===== src/rtl/pwm_multi_dt.sv =====
// Multi-channel PWM generator with one shared period counter, double-buffered duties
// and complementary high/low-side outputs separated by a programmable dead time.
module pwm_multi_dt #(
  parameter int WIDTH    = 8,
  parameter int CHANNELS = 3,
  parameter int CH_W     = 2,
  parameter int DT_WIDTH = 4
) (
  input  logic                CLK,
  input  logic                RST_N,
  input  logic                E,
  input  logic [WIDTH-1:0]    PERIOD,
  input  logic                WR,
  input  logic [CH_W-1:0]     WR_CH,
  input  logic [WIDTH-1:0]    WR_DATA,
  input  logic [DT_WIDTH-1:0] DEAD,
  output logic [CHANNELS-1:0] HI,
  output logic [CHANNELS-1:0] LO,
  output logic                SYNC,
  output logic [CHANNELS-1:0] FULL
);

  logic [WIDTH-1:0]    cnt;
  logic [WIDTH-1:0]    pending [CHANNELS];
  logic [WIDTH-1:0]    active  [CHANNELS];
  logic [DT_WIDTH-1:0] dcnt    [CHANNELS];
  logic [CHANNELS-1:0] raw;
  logic [CHANNELS-1:0] cur;
  logic                eprev;
  logic                wrap;
  logic                upd;

  assign wrap = (cnt >= PERIOD);
  assign upd  = !E || wrap;

  always_comb begin
    raw = '0;
    for (int ch = 0; ch < CHANNELS; ch++) begin
      raw[ch] = E && (cnt < active[ch]);
    end
  end

  // Active duties read the old pending value, so a write in the wrap cycle waits a period.
  always_ff @(posedge CLK) begin
    if (!RST_N) begin
      cnt   <= '0;
      eprev <= 1'b0;
      SYNC  <= 1'b0;
      FULL  <= '0;
      for (int ch = 0; ch < CHANNELS; ch++) begin
        pending[ch] <= '0;
        active[ch]  <= '0;
      end
    end else begin
      cnt   <= (E && !wrap) ? cnt + 1'b1 : '0;
      eprev <= E;
      SYNC  <= E && (wrap || !eprev);
      for (int ch = 0; ch < CHANNELS; ch++) begin
        FULL[ch] <= E && (active[ch] > PERIOD);
        if (upd) begin
          active[ch] <= pending[ch];
        end
        if (WR && (WR_CH == CH_W'(ch))) begin
          pending[ch] <= WR_DATA;
        end
      end
    end
  end

  // Reset preloads the gap counter so the first drive after reset also waits out DEAD.
  always_ff @(posedge CLK) begin
    if (!RST_N) begin
      HI  <= '0;
      LO  <= '0;
      cur <= '0;
      for (int ch = 0; ch < CHANNELS; ch++) begin
        dcnt[ch] <= DEAD;
      end
    end else begin
      for (int ch = 0; ch < CHANNELS; ch++) begin
        if (!E) begin
          HI[ch]   <= 1'b0;
          LO[ch]   <= 1'b0;
          cur[ch]  <= 1'b0;
          dcnt[ch] <= DEAD;
        end else if (raw[ch] != cur[ch]) begin
          cur[ch]  <= raw[ch];
          dcnt[ch] <= DEAD;
          if (DEAD == '0) begin
            HI[ch] <= raw[ch];
            LO[ch] <= !raw[ch];
          end else begin
            HI[ch] <= 1'b0;
            LO[ch] <= 1'b0;
          end
        end else if (dcnt[ch] > DT_WIDTH'(1)) begin
          dcnt[ch] <= dcnt[ch] - 1'b1;
          HI[ch]   <= 1'b0;
          LO[ch]   <= 1'b0;
        end else begin
          dcnt[ch] <= '0;
          HI[ch]   <= cur[ch];
          LO[ch]   <= !cur[ch];
        end
      end
    end
  end

endmodule


===== config.mk =====
export PLATFORM = sky130hd
export DESIGN_NAME = pwm_multi_dt
export DESIGN_NICKNAME = d
export VERILOG_FILES = /design/src/rtl/pwm_multi_dt.sv
export SDC_FILE = /design/constraint.sdc
export NUM_CORES = 1
export LEC_CHECK = 0
export ABC_AREA = 1
export CORE_UTILIZATION = 40
export CTS_BUF_LIST = sky130_fd_sc_hd__clkbuf_8
export DETAILED_ROUTE_END_ITERATION = 12
export GPL_ROUTABILITY_DRIVEN = 1
export PLACE_DENSITY = 0.63
export REMOVE_ABC_BUFFERS = 1
export SETUP_SLACK_MARGIN = 0.5
export SLEW_MARGIN = 0
export SYNTH_ARGS = -nofsm -noshare
export SYNTH_HDL_FRONTEND = slang
export SYNTH_SLANG_ARGS = --single-unit

===== constraint.sdc =====
create_clock -name CLK -period 5.05 [get_ports CLK]
set_input_delay 1.01 -clock CLK [delete_from_list [all_inputs] [get_ports CLK]]
set_output_delay 1.01 -clock CLK [all_outputs]
set_load 0.01 [all_outputs]

-- After elaboration in Yosys (flattened, before gate mapping)
Memory sizes are Yosys's and may differ from the RTL's.
Index checks and enable logic that the tools add are counted.
- add/sub/neg operators: 4
- $mul: 0
- divide/modulo/power cells: 0
- magnitude comparators: 10
- equal/unequal tests: 5
- shift-type cells: 0
- muxes and demuxes: 94
- bitwise gates (word level): 18
- reductions and logical operators: 26
- operators by type and width (cell ; number):
    2-to-1 mux 1 bit ; 76
    2-to-1 mux 4 bit ; 12
    2-to-1 mux 8 bit ; 6
    > comparator 8 bit ; 3
    less-than comparator 8 bit ; 3
    OR 1 bit ; 18
    > comparator 4 x 1 -> 1 bit, second input constant ; 3
    subtractor 4 x 1 -> 4 bit, second input constant ; 3
    logical AND 1 bit ; 11
    zero test 1 bit ; 9
    adder 8 x 1 -> 8 bit, second input constant ; 1
    >= comparator 8 bit ; 1
    zero test 4 bit ; 1
    AND reduction 2 bit ; 2
    inequality test 1 bit ; 3
    equality test 2 x 1 -> 1 bit, second input constant ; 1
    equality test 2 bit, second input constant ; 1
    zero test 2 bit ; 1
    logical OR 1 bit ; 2
- register bits: 22
- latch bits: 0
- RAM bits: 60
- ROM bits: 0
- bits of input ports: 26
- output and inout bits: 10
- logic and storage cells: 169
- memories kept: 3
- memories (memory ; depth ; bits a word ; rd ports ; clocked after Yosys merged registers in ; write ports ; line ; text):
    active ; 3 ; 8 ; 3 ; 0 ; 3 ; 25 ; logic [WIDTH-1:0] active [CHANNELS];
    pending ; 3 ; 8 ; 3 ; 0 ; 3 ; 24 ; logic [WIDTH-1:0] pending [CHANNELS];
    dcnt ; 3 ; 4 ; 3 ; 0 ; 3 ; 26 ; logic [DT_WIDTH-1:0] dcnt [CHANNELS];

-- Logic depth before layout (Yosys ltp)
Gate-level depths: netlist (run 1).
- word-level depth: 10
- depth in mapped cells: 14
- mapped depth without buffers: 14

-- Least setup slack after synthesis (run 1)
OpenSTA, ideal clock, no wires.
- kind: input to register
- from: input port PERIOD[5]
- to: memory active[0][0], enable pin
- library setup time: 0.478 ns
- data arrival time: 2.225 ns
- data required time: 4.572 ns
- setup slack: 2.347 ns
- stages on the path: 5
- buffers on the path: 0
- cell sequence: inv_1 -> ha_1 -> a21oi_1 -> o21a_1 -> nand4_2
- RTL lines (element ; line ; text):
    from (decl) ; 12 ; input logic [WIDTH-1:0] PERIOD,
    to (decl) ; 25 ;

==> results of run 1 <==
-- worst paths after layout --
path | to | slack, ns | cells after the start | start
min reg2reg | cnt[0] | 0.52 | 1 | cnt[0]
min | cnt[0] | 0.52 | 1 | cnt[0]
max | active[0][0] | 1.77 | 4 | RST_N
max reg2reg | active[0][0] | 2.59 | 5 | cnt[1]
-- power breakdown --
group | leakage [nW] | internal (W) | switching (W) | total (W)
clock network | 0.104 | 0.000198 | 0.000290 | 0.000488
logic | 1.74 | 0.0000882 | 0.000130 | 0.000218
registers | 0.797 | 0.000773 | 0.0000282 | 0.000801
-- metrics by stage --
| step | hold WS (ns) | total power, W | area (µm²) | cells | worst slack (ns) |
|---|---|---|---|---|---|
| global route | 0.531 | 0.00158 | 5580 | 742 | 1.54 |
| floorplan | 0.449 | 0.000956 | 4840 | 548 | 2.35 |
| CTS | 0.508 | 0.00152 | 5580 | 742 | 1.75 |
| finish | 0.517 | 0.00151 | 5580 | 742 | 1.77 |
| global placement | 0.479 | 0.00103 | 5370 | 726 | 1.44 |
| detailed placement | 0.486 | 0.00103 | 5370 | 726 | 1.34 |
-- cell families (layout without fill, tap and decap cells) --
group / after synthesis / after routing / synth area share (%)
simple gates: 239 / 239 / 22.5
buf+inv: 108 / 156 / 8.47
flops: 82 / 82 / 46.6
fa+ha+maj: 60 / 60 / 15.6
compound gates: 43 / 43 / 5.51
xor+xnor: 7 / 7 / 1.27
other cells: 1 / 12 / 0.0779
-- area by class of cell --
cell class	instances	area, µm²	area share (%)
inverter	105	394	7.07
sequential	82	2240	40.2
multi-input combinational	361	2210	39.6
tap	143	179	3.21
clock inverter	7	81.3	1.46
timing repair buffer	35	350	6.28
clock buffer	9	124	2.22
-- sequential cells by signal, indices dropped and copies added (netlist names), 3 cells and up --
name	flops
active	24
pending	24
dcnt	12
cnt	8
FULL	3
HI	3
LO	3
cur	3
-- placed cells by master (no fill, tap or decap), drive strengths merged --
| master | count |
|---|---|
| a211oi | 3 |
| clkdlybuf4s50 | 35 |
| nand2 | 104 |
| xor2 | 1 |
| conb | 12 |
| nand4 | 22 |
| inv | 109 |
| nor3 | 14 |
| or2 | 2 |
| o211ai | 1 |
| o21ai | 6 |
| o21bai | 3 |
| xnor2 | 6 |
| ha | 60 |
| nor2 | 81 |
| a21oi | 26 |
| nor3b | 1 |
| clkbuf | 9 |
| nand3 | 15 |
| o31ai | 1 |
| clkinv | 3 |
| edfxtp | 60 |
| o21a | 3 |
| dfxtp | 22 |
-- routing by layer --
metal  wire length [µm]  GRT usage (%)
met5                  0              0
met4                147           5.95
met3                471           3.48
met2               4160           25.9
met1               4610           21.5
-- critical path, delay by kind of cell --
family	cells	cell delay [ns]
buf+inv	2	0.92
simple gates	2	1.18
==> results.toml, run 1 <==
[timing]
period_needed_ns = 3.28
finalSetupViolCount = 0
tightest_slew_ns = 0.921
clock_skew_ns = 0.0156
max_slew_margin_pct = 38.5
timing.fmax_ghz = 0.305
tns_ns = 0
finalHoldViolCount = 0
rsz0062_at_grt = "false"
finalMaxSlewViolations = 0
fin_crit_sh_pct = 65.0

[synthesis]
synth_top_flop_cell = "edfxtp_1"
post_synth.cell_area_avg_um2 = 8.92
netlist_top_cells_area = "edfxtp_1, ha_1, dfxtp_1"
synth_edf_count = 60
yosysUniqueCellTypes = 31
synth_async_sr_flop_share_pct = 0
yosys.area.top_type_share_pct = 37.4
synth.largest_area_cell = "edfxtp_1"
yosysMostFrequentCell = "inv_1"
yosys-top-cells-count = "inv_1, nand2_1, nor2_1, edfxtp_1, ha_1"
yosysWarnings = 0
syn_area_um2 = 4810
ys_ff_latch = 82
synthCells = 540
ys_seq_area_share_pct = 46.6

[placed_design]
place_congestion = 0.820
io_buffers = 35
dp_hpwl_mm = 7.33

[clock_network]
cts.repair.resized = 0
cts_max_path_buffers = 2
root_buffer = "clkbuf_8"
clk_latency_ns = 0.38
cts_tree = "built"
post_cts_buffers = 0
cts_buffers = 9
path_clk_slew_ns = 0.09
clkSinkCount = 82
htree_levels = 3
cts-hold-fix-buffers = 0

[floorplan]
initial_core_util_pct = 41.6
fp-row-count = 39
die-width_um = 112
core_area_um2 = 11600
die_area_um2 = 12500
ios = 36
die_h_um = 112

[cells_and_area]
syn_to_final_growth_pct = 15.8
drive_above_1_share_pct = 6.68
fin_nets = 680
diodes = 0
fillers = 1093
fin_util_pct = 48.2

[pwr]
cellPowerDensity_nw_per_um2 = 270
vdd_ir_drop_max_uv = 161
power.leakage_nw = 2.64

[routing]
vias_per_cell = 4.75
drt_iter0_drc = 157
vias = 3525
dr.pass1.iters = 9
ant_nets = 0
avgRoutedWirePerCell_um = 12.7
drc = 3
routed_wl_mm = 9.39

[setup_path]
path_class = "in -> reg"
arrival_ns = 3.13
cpPeakStageDelay_ns = 0.75
slowest_stage = "nand4_2"
critPathLaunchType = "input port"
path_cells = "clkdlybuf4s50_1 > nand2_1 > inv_1 > nand4_2"
crit_required_ns = 4.90
end_kind = "flop"
critical_path.max_fanout = 32

[hold_path]
hold_class = "reg -> reg"

[flow_run]
drv_cap = 0

[grt]
grt_pass1_vias = 3323
grt_max_degree = 33
grt.total_usage_pct = 16.2
antenna_found_initial = 0
grt_pass1_wl_mm = 15.5
overflow = 0

[status]
outcome = "finished, violations left"
violations = "design-rule violations"
No activity file was read; power rests on OpenSTA's default activity.
==> inputs of run 2 (changes only) <==
- clock period: 5.05 -> 3.1 ns (I/O delays scaled with it)
==> run 2 against run 1 <==
  * The flow still finishes with violations (design-rule violations)
  * Final cell count up 0.54%
  * Core utilization is 0.43 points higher
  * Die area did not move
  * Critical path depth is 6 higher
  * Via count grew 1.2%
  * Clock-buffer cell count unchanged
  * Total power grew 67%
  * First-iteration DRC count is 29% lower
  * Sequential share of layout area down 0.36 points
  * Setup slack got worse by 0.96 ns
==> results.toml, run 2 (synthesized netlist as in run 1, its figures left out) <==
[pwr]
vdd_ir_drop_max_uv = 308
clkPwrFrac_pct = 33.7
p_switching_w = 0.000712
power.internal_w = 0.00180
p_comb_share_pct = 14.4
sequentialPowerShare_pct = 51.9
cellPowerDensity_nw_per_um2 = 447
sw_frac_of_total_pct = 28.3
power.total_w = 0.00251
power.leakage_nw = 2.67

[floorplan]
die-width_um = 112
die_h_um = 112
initial_core_util_pct = 41.6
ios = 36
die_area_um2 = 12500
fp-row-count = 39
core_area_um2 = 11600

[routing]
drt_iter0_drc = 112
ant_nets = 0
top_layer_used = "met4"
routed_wl_mm = 9.73
vias = 3569
drt-met1-wl_mm = 4.57
dr.pass1.iters = 8
wl_met2_mm = 4.55
dr_wl_met3_um = 487
avgRoutedWirePerCell_um = 13.0
drc = 3
vias_per_cell = 4.78

[placed_design]
dp_hpwl_mm = 7.77
place_congestion = 0.882
io_buffers = 35

[setup_path]
critical_path.max_fanout = 24
reg2reg_depth = 11
path_class = "in -> reg"
cpLargestDelayFamily = "buffers and inverters"
crit_required_ns = 3.23
slowest_stage = "clkdlybuf4s50_1"
reg2reg_from = "cnt[7]"
arrival_ns = 2.42
cp.buffers_inverters = 3
end_kind = "flop"
path_cells = "clkdlybuf4s50_1 > inv_1 > ha_1 > a21oi_1 > o31ai_1 > nand2_1 > nand4_1 > nand2_1 > buf_4 > nor2_1"
critPathLaunchType = "input port"
cp_common_cell = "nand2_1"
crit_cells = 10
cpPeakStageDelay_ns = 0.46
critPathLaunch = "PERIOD[1]"
rr_endpoint = "dcnt[0][3]"
crit_end = "active[0][17]"
r2r_setup_slack_ns = 1.07

[clock_network]
cts-hold-fix-buffers = 0
root_buffer = "clkbuf_8"
htree_levels = 3
cts.repair.resized = 0
post_cts_buffers = 0
cts_tree = "built"
cts_max_path_buffers = 2
clkSinkCount = 82
clk_latency_ns = 0.37
cts_buffers = 9
path_clk_slew_ns = 0.10

[timing]
rsz0062_at_grt = "false"
clock_skew_ns = 0.0112
finalSetupViolCount = 0
timing.fmax_ghz = 0.437
max_slew_margin_pct = 56.1
tns_ns = 0
finalMaxSlewViolations = 0
finalHoldViolCount = 0
fin_crit_sh_pct = 73.9
tightest_slew_ns = 0.656
period_needed_ns = 2.29

[status]
violations = "design-rule violations"
outcome = "finished, violations left"

[grt]
grt_pass1_vias = 3459
antenna_found_initial = 0
grt_max_degree = 33
grt_pass1_wl_mm = 16.2
grt.total_usage_pct = 16.9
overflow = 0

[cells_and_area]
syn_to_final_growth_pct = 16.9
biggestRegsByFlops = "active: 24 flops, pending: 24 flops, dcnt: 12 flops"
fillers = 1081
mostFrequentLayoutCells = "inv_1, nand2_1, nor2_1, ha_1, edfxtp_1"
final_common_cell = "inv_1"
fin_nets = 684
drive_above_1_share_pct = 7.30
diodes = 0
seq_area_um2 = 2240
multi_input_area_um2 = 2210

[hold_path]
hold_class = "reg -> reg"

[flow_run]
drv_cap = 0
## run 2: per-stage QoR
step	setup slack [ns]	area, µm²	std cells	utilization, %	hold slack, ns
3_5_place_dp	0.415	5410	730	46.8	0.505
5_1_grt	0.716	5630	746	48.7	0.555
6_report	0.810	5630	746	48.7	0.520
4_1_cts	0.832	5630	746	48.7	0.525
2_1_floorplan	0.787	4840	548	-	0.449
3_3_place_gp	0.439	5410	730	46.8	0.479
## run 2: power groups by stage
stage,clock network [W],registers [W],logic [W]
floorplan,0,0.00131,0.000246
global placement,0,0.00133,0.000350
detailed placement,0,0.00133,0.000364
CTS,0.000877,0.00130,0.000367
global route,0.000926,0.00131,0.000416
finish,0.000847,0.00130,0.000363
## run 2: worst register-to-register path, cell delays in order (launching register included)
cell	delay, ns
dfxtp_1	0.48
ha_1	0.31
nand2_1	0.07
nand2_1	0.04
nor2_1	0.09
nand2_1	0.09
a21oi_4	0.16
nand2_2	0.10
nand2_4	0.10
nand3_1	0.08
nor2_2	0.18
nor2_1	0.08
## run 2: final cells by class
type / count / area share (%)
Clock buffer: 9 / 2.20
Clock inverter: 7 / 1.58
Inverter: 105 / 7.00
Multi-Input combinational cell: 361 / 39.2
Sequential cell: 82 / 39.8
Tap cell: 143 / 3.18
Timing Repair Buffer: 39 / 6.98
## run 2: worst min-delay path by stage
stage,startpoint,end,slack [ns],cells past startpoint
after floorplan,eprev,SYNC,0.45,3
after global placement,cnt[0],cnt[0],0.48,1
after detailed placement,eprev,SYNC,0.51,3
after CTS,eprev,SYNC,0.53,3
after global routing,cnt[0],cnt[0],0.55,1
final,eprev,SYNC,0.52,3
## run 2: layer usage
| metal | global-route usage (%) | vias up |
|---|---|---|
| li1 | - | 1867 |
| met1 | 22.2 | 1629 |
| met2 | 26.8 | 65 |
| met3 | 3.97 | 8 |
| met4 | 6.67 | 0 |
| met5 | 0 | - |
